`src/rtl/qubit_measure.sv`:
```
// Born-rule measurement of one real amplitude pair: squares the amplitudes,
// draws an outcome from a Galois LFSR and streams the collapsed basis state.
`ifndef FIXED_WIDTH
`define FIXED_WIDTH 16
`endif
`ifndef SCALE_FACTOR
`define SCALE_FACTOR 16384
`endif

module qubit_measure #(
  parameter int          WIDTH      = `FIXED_WIDTH,
  parameter int          FRAC       = $clog2(`SCALE_FACTOR),
  parameter logic [31:0] LFSR_RESET = 32'h0000_0001
) (
  input  logic                    clk,
  input  logic                    rst,
  input  logic                    in_valid,
  output logic                    in_ready,
  input  logic signed [WIDTH-1:0] in_amp0,
  input  logic signed [WIDTH-1:0] in_amp1,
  input  logic                    seed_load,
  input  logic [31:0]             seed,
  output logic                    out_valid,
  input  logic                    out_ready,
  output logic                    out_bit,
  output logic signed [WIDTH-1:0] out_amp0,
  output logic signed [WIDTH-1:0] out_amp1,
  output logic signed [WIDTH-1:0] out_prob0,
  output logic                    out_err
);

  typedef enum logic [1:0] {IDLE = 2'd0, SQUARE = 2'd1, SAMPLE = 2'd2, DONE = 2'd3} state_t;

  localparam logic [31:0]             TAPS    = 32'h8020_0003;
  localparam logic signed [WIDTH-1:0] ONE     = WIDTH'(`SCALE_FACTOR);
  localparam logic [WIDTH-1:0]        SAT_MAX = {1'b0, {(WIDTH-1){1'b1}}};

  // Squared amplitude rescaled to FRAC bits, clipped to the largest positive value.
  function automatic logic [WIDTH-1:0] square_sat(input logic signed [WIDTH-1:0] a);
    logic signed [2*WIDTH-1:0] ext;
    logic signed [2*WIDTH-1:0] prod;
    logic [2*WIDTH-1:0]        shifted;
    ext     = {{WIDTH{a[WIDTH-1]}}, a};
    prod    = ext * ext;
    shifted = $unsigned(prod >>> FRAC);
    if (|shifted[2*WIDTH-1:WIDTH-1]) begin
      return SAT_MAX;
    end else begin
      return shifted[WIDTH-1:0];
    end
  endfunction

  function automatic logic [31:0] lfsr_step(input logic [31:0] v);
    return v[0] ? ((v >> 1) ^ TAPS) : (v >> 1);
  endfunction

  state_t                    state_r, state_next_s;
  logic [31:0]               lfsr_r;
  logic signed [WIDTH-1:0]   amp0_r, amp1_r;
  logic [WIDTH-1:0]          p0_r, p1_r;
  logic                      in_ready_r, out_valid_r;
  logic                      in_fire_s;
  logic [WIDTH:0]            sum_s, r_s;
  logic [FRAC+WIDTH:0]       scaled_s;
  logic                      bit_s;

  assign in_fire_s = in_valid & in_ready_r;
  assign in_ready  = in_ready_r;
  assign out_valid = out_valid_r;

  // Uniform draw scaled into [0, sum) and compared against P(0).
  always_comb begin
    sum_s    = {1'b0, p0_r} + {1'b0, p1_r};
    scaled_s = {{(WIDTH+1){1'b0}}, lfsr_r[FRAC-1:0]} * {{FRAC{1'b0}}, sum_s};
    r_s      = scaled_s[FRAC+WIDTH:FRAC];
    bit_s    = (r_s < {1'b0, p0_r}) ? 1'b0 : 1'b1;
  end

  // Next-state logic.
  always_comb begin
    state_next_s = state_r;
    case (state_r)
      IDLE:    state_next_s = in_fire_s ? SQUARE : IDLE;
      SQUARE:  state_next_s = SAMPLE;
      SAMPLE:  state_next_s = DONE;
      DONE:    state_next_s = (out_valid_r & out_ready) ? IDLE : DONE;
      default: state_next_s = IDLE;
    endcase
  end

  // State register; handshake flags are registered from the next state.
  always_ff @(posedge clk) begin
    if (rst) begin
      state_r     <= IDLE;
      in_ready_r  <= 1'b0;
      out_valid_r <= 1'b0;
    end else begin
      state_r     <= state_next_s;
      in_ready_r  <= (state_next_s == IDLE);
      out_valid_r <= (state_next_s == DONE);
    end
  end

  // Datapath, LFSR and result registers (results only change in SAMPLE).
  always_ff @(posedge clk) begin
    if (rst) begin
      lfsr_r    <= LFSR_RESET;
      amp0_r    <= '0;
      amp1_r    <= '0;
      p0_r      <= '0;
      p1_r      <= '0;
      out_bit   <= 1'b0;
      out_amp0  <= '0;
      out_amp1  <= '0;
      out_prob0 <= '0;
      out_err   <= 1'b0;
    end else begin
      case (state_r)
        IDLE: begin
          if (seed_load) begin
            lfsr_r <= (seed == 32'h0000_0000) ? 32'h0000_0001 : seed;
          end
          if (in_fire_s) begin
            amp0_r <= in_amp0;
            amp1_r <= in_amp1;
          end
        end
        SQUARE: begin
          p0_r <= square_sat(amp0_r);
          p1_r <= square_sat(amp1_r);
        end
        SAMPLE: begin
          lfsr_r    <= lfsr_step(lfsr_r);
          out_prob0 <= $signed(p0_r);
          if (sum_s == '0) begin
            out_err  <= 1'b1;
            out_bit  <= 1'b0;
            out_amp0 <= '0;
            out_amp1 <= '0;
          end else begin
            out_err  <= 1'b0;
            out_bit  <= bit_s;
            out_amp0 <= bit_s ? '0 : ONE;
            out_amp1 <= bit_s ? ONE : '0;
          end
        end
        DONE: begin
          lfsr_r <= lfsr_r;
        end
        default: begin
          lfsr_r <= lfsr_r;
        end
      endcase
    end
  end

endmodule

```
`config.mk`:
```
export PLATFORM = sky130hd
export DESIGN_NAME = qubit_measure
export DESIGN_NICKNAME = d
export VERILOG_FILES = /design/src/rtl/qubit_measure.sv
export SDC_FILE = /design/constraint.sdc
export NUM_CORES = 2
export LEC_CHECK = 0
export CAP_MARGIN = 10
export CELL_PAD_IN_SITES_DETAIL_PLACEMENT = 1
export CELL_PAD_IN_SITES_GLOBAL_PLACEMENT = 1
export CORE_MARGIN = 1
export CORE_UTILIZATION = 50
export CTS_BUF_LIST = sky130_fd_sc_hd__clkbuf_8
export DETAILED_ROUTE_END_ITERATION = 6
export PLACE_DENSITY_LB_ADDON = 0.1
export SYNTH_ARGS = -nofsm -noshare
export SYNTH_HDL_FRONTEND = slang
export SYNTH_SLANG_ARGS = --single-unit
```
`constraint.sdc`:
```
create_clock -name clk -period 13.1 [get_ports clk]
set_clock_uncertainty 0.1 [all_clocks]
set_input_delay 2.62 -clock clk [delete_from_list [all_inputs] [get_ports clk]]
set_output_delay 2.62 -clock clk [all_outputs]
set_load 0.01 [all_outputs]
```
### Word level (Yosys, flattened, before mapping)

Index checks and enable logic that the tools add are counted.

* flip-flop bits (word level): 150
* input bits: 69
* output and inout port bits: 52

* add/sub/neg operators: 1
* multiply operators: 3
* magnitude comparators: 1
* equality and inequality tests: 5
* muxes and demuxes: 16
* bitwise gates (word level): 3
* reduce and logical (&&, ||, !) cells: 9

Operators by type and width (number)
* 32-bit 2-to-1 mux: 3
* 16-bit by 16-bit multiplier with 32-bit output: 2
* 32-bit one-hot mux with 2 select lines: 1
* 15-bit 2-to-1 mux: 4
* 32-bit logical NOT: 1
* 16-bit 2-to-1 mux: 2
* 14-bit by 17-bit multiplier with 31-bit output: 1
* 16-bit by 16-bit adder with 17-bit output: 1
* 17-bit logical NOT: 1
* 17-bit by 16-bit < comparator with 1-bit output: 1
* 2-bit one-hot mux with 4 select lines: 1
* 2-bit equality test (second input constant): 3
* 3-bit OR reduction: 2
* 2-bit logical NOT: 2
* 1-bit 2-to-1 mux: 4
* 3-bit NOT with 4-bit output: 1
* 2-bit AND reduction: 2
* 1-bit bitwise AND: 2
* 2-bit by 1-bit equality test with 1-bit output (second input constant): 1
* 2-bit 2-to-1 mux: 1
* 2-bit inequality test (second input constant): 1
* 2-bit nonzero test: 1

### Logic depth before layout (Yosys ltp)

* depth in word-level cells: 5
* mapped depth: 42
* gate-level depth less buffers: 42

### Worst setup path after synthesis

OpenSTA, ideal clock, no wires.

* kind: register to register
* start point: reg p0_r[0]
* end point: reg out_amp0[14]
* setup time: 70 ps
* data arrival time: 8956 ps
* data required time: 12930 ps
* path slack: 3974 ps
* stages on the path, launching flop included: 42
* period minus slack after synthesis: 9126 ps
* cells stage by stage: dfxtp_1 -> ha_1 -> inv_1 -> fa_1 -> nor2b_1 -> o31a_1 -> or4b_1 -> nand3_1 -> clkbuf_1 -> and2_1 -> fa_1 -> inv_1 -> fa_1 -> inv_1 -> fa_1 -> fa_1 -> fa_1 -> inv_1 -> (+6 left out) -> a31oi_1 -> o21ai_0 -> and2_1 -> o21a_1 -> o21a_1 -> or3_1 -> nor2b_1 -> ha_1 -> a2111oi_0 -> o21ai_0 -> o21ai_0 -> o21ai_0 -> nor4b_1 -> a21oi_1 -> a221oi_1 -> nand4b_1 -> or3b_1 -> a21oi_1

* word-level cells in the longest chain between the ends: 5

Ends and longest elaborated chain
* start, declared: RTL line 60 `logic [WIDTH-1:0] p0_r, p1_r;`
* start signal, assigned: RTL line 129 `p0_r <= square_sat(amp0_r);`
* 16-bit by 16-bit adder with 17-bit output: RTL line 73 `sum_s = {1'b0, p0_r} + {1'b0, p1_r};`
* 14-bit by 17-bit multiplier with 31-bit output: RTL line 74 `scaled_s = {{(WIDTH+1){1'b0}}, lfsr_r[FRAC-1:0]} * {{FRAC{1'b0}}, sum_s};`
* 17-bit by 16-bit < comparator with 1-bit output: RTL line 76 `bit_s = (r_s < {1'b0, p0_r}) ? 1'b0 : 1'b1;`
* 15-bit 2-to-1 mux: RTL line 143 `out_amp0 <= bit_s ? '0 : ONE;`
* 15-bit 2-to-1 mux *: RTL line 135 `if (sum_s == '0) begin`
* end signal, assigned: RTL line 143
* end, declared: RTL line 26 `output logic signed [WIDTH-1:0] out_amp0,`

Every way passes the cells marked *; elsewhere a longest branch is shown, timed or not.
A chain may end at the register's enable or synchronous reset.

### Worst setup path in the final report

Same ends and word-level chain as after synthesis.

==> impl_metrics.yaml <==
status:
  outcome: "completed"
floorplan:
  rows: 90
  start_util_pct: 50.5
  die_area_mm2: 0.0619
  coreArea_mm2: 0.0602
  die_x_um: 249
  die_height_um: 249
  ioPinCount: 121
pwr:
  p_sw_mw: 1.16
  p_per_area_mw_per_mm2: 72.1
  comb_power_share_pct: 63.3
  power.total_mw: 2.34
  seqPwrFrac_pct: 20.3
  swShare_pct: 49.5
  ir_drop_v: 0.0000717
  p_int_mw: 1.18
  p_leak_nw: 15.6
  clkPwrFrac_pct: 16.4
route:
  firstDrtPassIters: 5
  ant_nets: 0
  first_iter_violations: 834
  vias: 22700
  via_per_inst: 5.28
  routed_wirelength_um: 80400
  routedWlPerCell_um: 18.7
  post-route-drc-count: 0
worst_setup_path:
  crit_type: "reg -> reg"
  cp-endpoint: "out_amp0[14]"
  worst_r2r_endpoint: "out_amp0[14]"
  r2r_cells: 42
  cpPeakStageDelay_ps: 550
  critPathMaxFanout: 15
  r2r-start: "p0_r[0]"
  crit_path_end_kind: "flop"
  worst_ep_required_time_ps: 13470
  cp-start-kind: "flop"
  reg2reg_slack_ps: 2390
  critPathLaunch: "p0_r[0]"
  cpMaxStageDelayCell: "nand3_1"
  arrival_ps: 11070
place:
  gpl.final_weighted_congestion: 0.871
  hpwl_um: 67200
  dp.cells: 4269
  place_ws_ps: 2490
  post_dp_cell_area_mm2: 0.0321
  io_buffers: 90
grt:
  grt_pass1_wl_um: 136000
  grt-ovfl-total: 0
  grt_max_degree: 66
  first_global_vias: 26700
  antenna_found_initial: 1
  grt_usage_pct: 27.7
clock_tree:
  worst_setup_hold_path_clk_slew_ps: 90
  cts_setup_buffers: 0
  hold_buffers: 0
  cts_num_sinks: 119
  cts_root_buf: "clkbuf_8"
  clock_latency_ps: 540
  ctsHtreeMaxLevel: 4
  numCtsBuffers: 17
  cts_max_path_buffers: 2
  cts_tree: "yes"
  ctsResizeCount: 0
logic_synthesis:
  synthSimpleGateAreaFrac_pct: 15.7
  synthAdderAreaFrac_pct: 54.9
  avgSynthCellArea_um2: 8.72
  netlist_instances: 3491
  synth.top_cells.by_area: "fa_1, ha_1, inv_1"
  yosys.area.top_type: "fa_1"
  synth_edf_count: 0
  synth_top_area_share_pct: 43.1
  synth.distinct_cells: 67
  async_flop_share_pct: 0
  synth_compound_area_share_pct: 6.44
  synth_mux_area_share_pct: 0.107
  synth_ff_type: "dfxtp_1"
  synth_warnings: 0
  synth_top_family_by_area: "adder cells"
  syn_area_mm2: 0.0304
  yosysSeqAreaShare_pct: 7.82
  synth-xor-area-share_pct: 2.19
  synth_seq_cells: 119
timing:
  period_needed_ps: 10710
  rsz0062_at_grt: "false"
  max_freq_mhz: 93.4
  holdWs_ps: 358
  worst_slack_ps: 2390
  relSlewSlack_pct: 25.1
  period_share_pct: 81.7
  tightest_slew_ps: 1120
  finalHoldViolations: 0
  totalNegativeSetupSlack_ps: 0
  drv_slew: 0
  finalSetupViolations: 0
cells_and_area:
  final_area_mm2: 0.0325
  fin_util_pct: 53.9
  nNetsFinal: 4517
  area_growth_pct: 6.68
  final_common_cell: "inv_1"
  final_cells: 4302
  final_cell_mix: "inv_1, fa_1, nand2_1"
  drive_gt1_share_pct: 2.87
hold_path:
  hp-class: "reg -> reg"
flow_run:
  cap_violations: 0
-- cell type report --
class                      instances  area (µm²)
multi-input combinational       2386       24300
antenna                            1        2.50
clock buffer                      17         234
sequential                       119        2380
inverter                         848        3180
tap                              782         978
timing repair buffer             134        1230
fill                            7071       27800
clock inverter                    15         189
-- power groups by stage --
stage	clock, mW	sequential [mW]	combinational (mW)
6_report	0.384	0.475	1.48
5_1_grt	0.409	0.481	1.69
4_1_cts	0.400	0.474	1.50
3_5_place_dp	0	0.482	1.48
3_3_place_gp	0	0.479	1.42
2_1_floorplan	0	0.428	1.06
-- kinds of logic after synthesis --
kind of cell / Yosys count
xor+xnor: 76
mux: 3
simple gates: 1016
other cells: 1
buf+inv: 1015
fa+ha+maj: 942
compound gates: 319
flops: 119
-- Yosys cell counts (11+ instances only) --
library cell / count
a211oi_1: 20
a21o_1: 22
a21oi_1: 149
a311oi_1: 15
and2_1: 178
buf_4: 31
clkbuf_1: 132
dfxtp_1: 119
fa_1: 655
ha_1: 287
inv_1: 846
nand2_1: 407
nand2b_1: 33
nand3_1: 17
nand4_1: 14
nor2_1: 213
nor2b_1: 48
nor3_1: 49
o21a_1: 15
o21ai_0: 44
or2_2: 11
xnor2_1: 52
xor2_1: 24
-- routing by layer --
| metal | global-route usage (%) | vias to the layer above | share of wire [%] | routed length [µm] |
|---|---|---|---|---|
| met1 | 33.7 | 11900 | 41 | 33300 |
| met4 | 8.23 | 0 | 2.1 | 1710 |
| met5 | 0 | - | 0 | 0 |
| met2 | 51.5 | 303 | 54 | 43500 |
| li1 | - | 10400 | - | - |
| met3 | 2.62 | 108 | 2.3 | 1870 |
-- flip-flops by register name, summed over array words and instances (netlist names) --
signal     cells
amp0_r        16
amp1_r        16
in_ready       1
lfsr_r        32
out_amp0       1
out_bit        1
out_err        1
out_prob0     16
out_valid      1
p0_r          16
p1_r          16
state_r        2
-- critical path: cells and delay by family, from the launching register on --
family,cells,cell delay (ps)
AOI/OAI and AO/OA,15,2860
adders and majority gates,10,4000
buffers and inverters,7,390
DFF,1,420
and+or+nand+nor,10,2810
-- how the worst min path moves through the flow --
stage / startpoint / slack (ps) / to / cells past startpoint
2_1_floorplan: lfsr_r[21] / 330 / lfsr_r[21] / 2
3_3_place_gp: lfsr_r[21] / 340 / lfsr_r[21] / 2
3_5_place_dp: out_prob0[3] / 350 / out_prob0[3] / 2
4_1_cts: out_prob0[3] / 360 / out_prob0[3] / 2
5_1_grt: out_prob0[3] / 380 / out_prob0[3] / 2
6_report: out_prob0[3] / 360 / out_prob0[3] / 2
(Power assumes the default switching activity.)
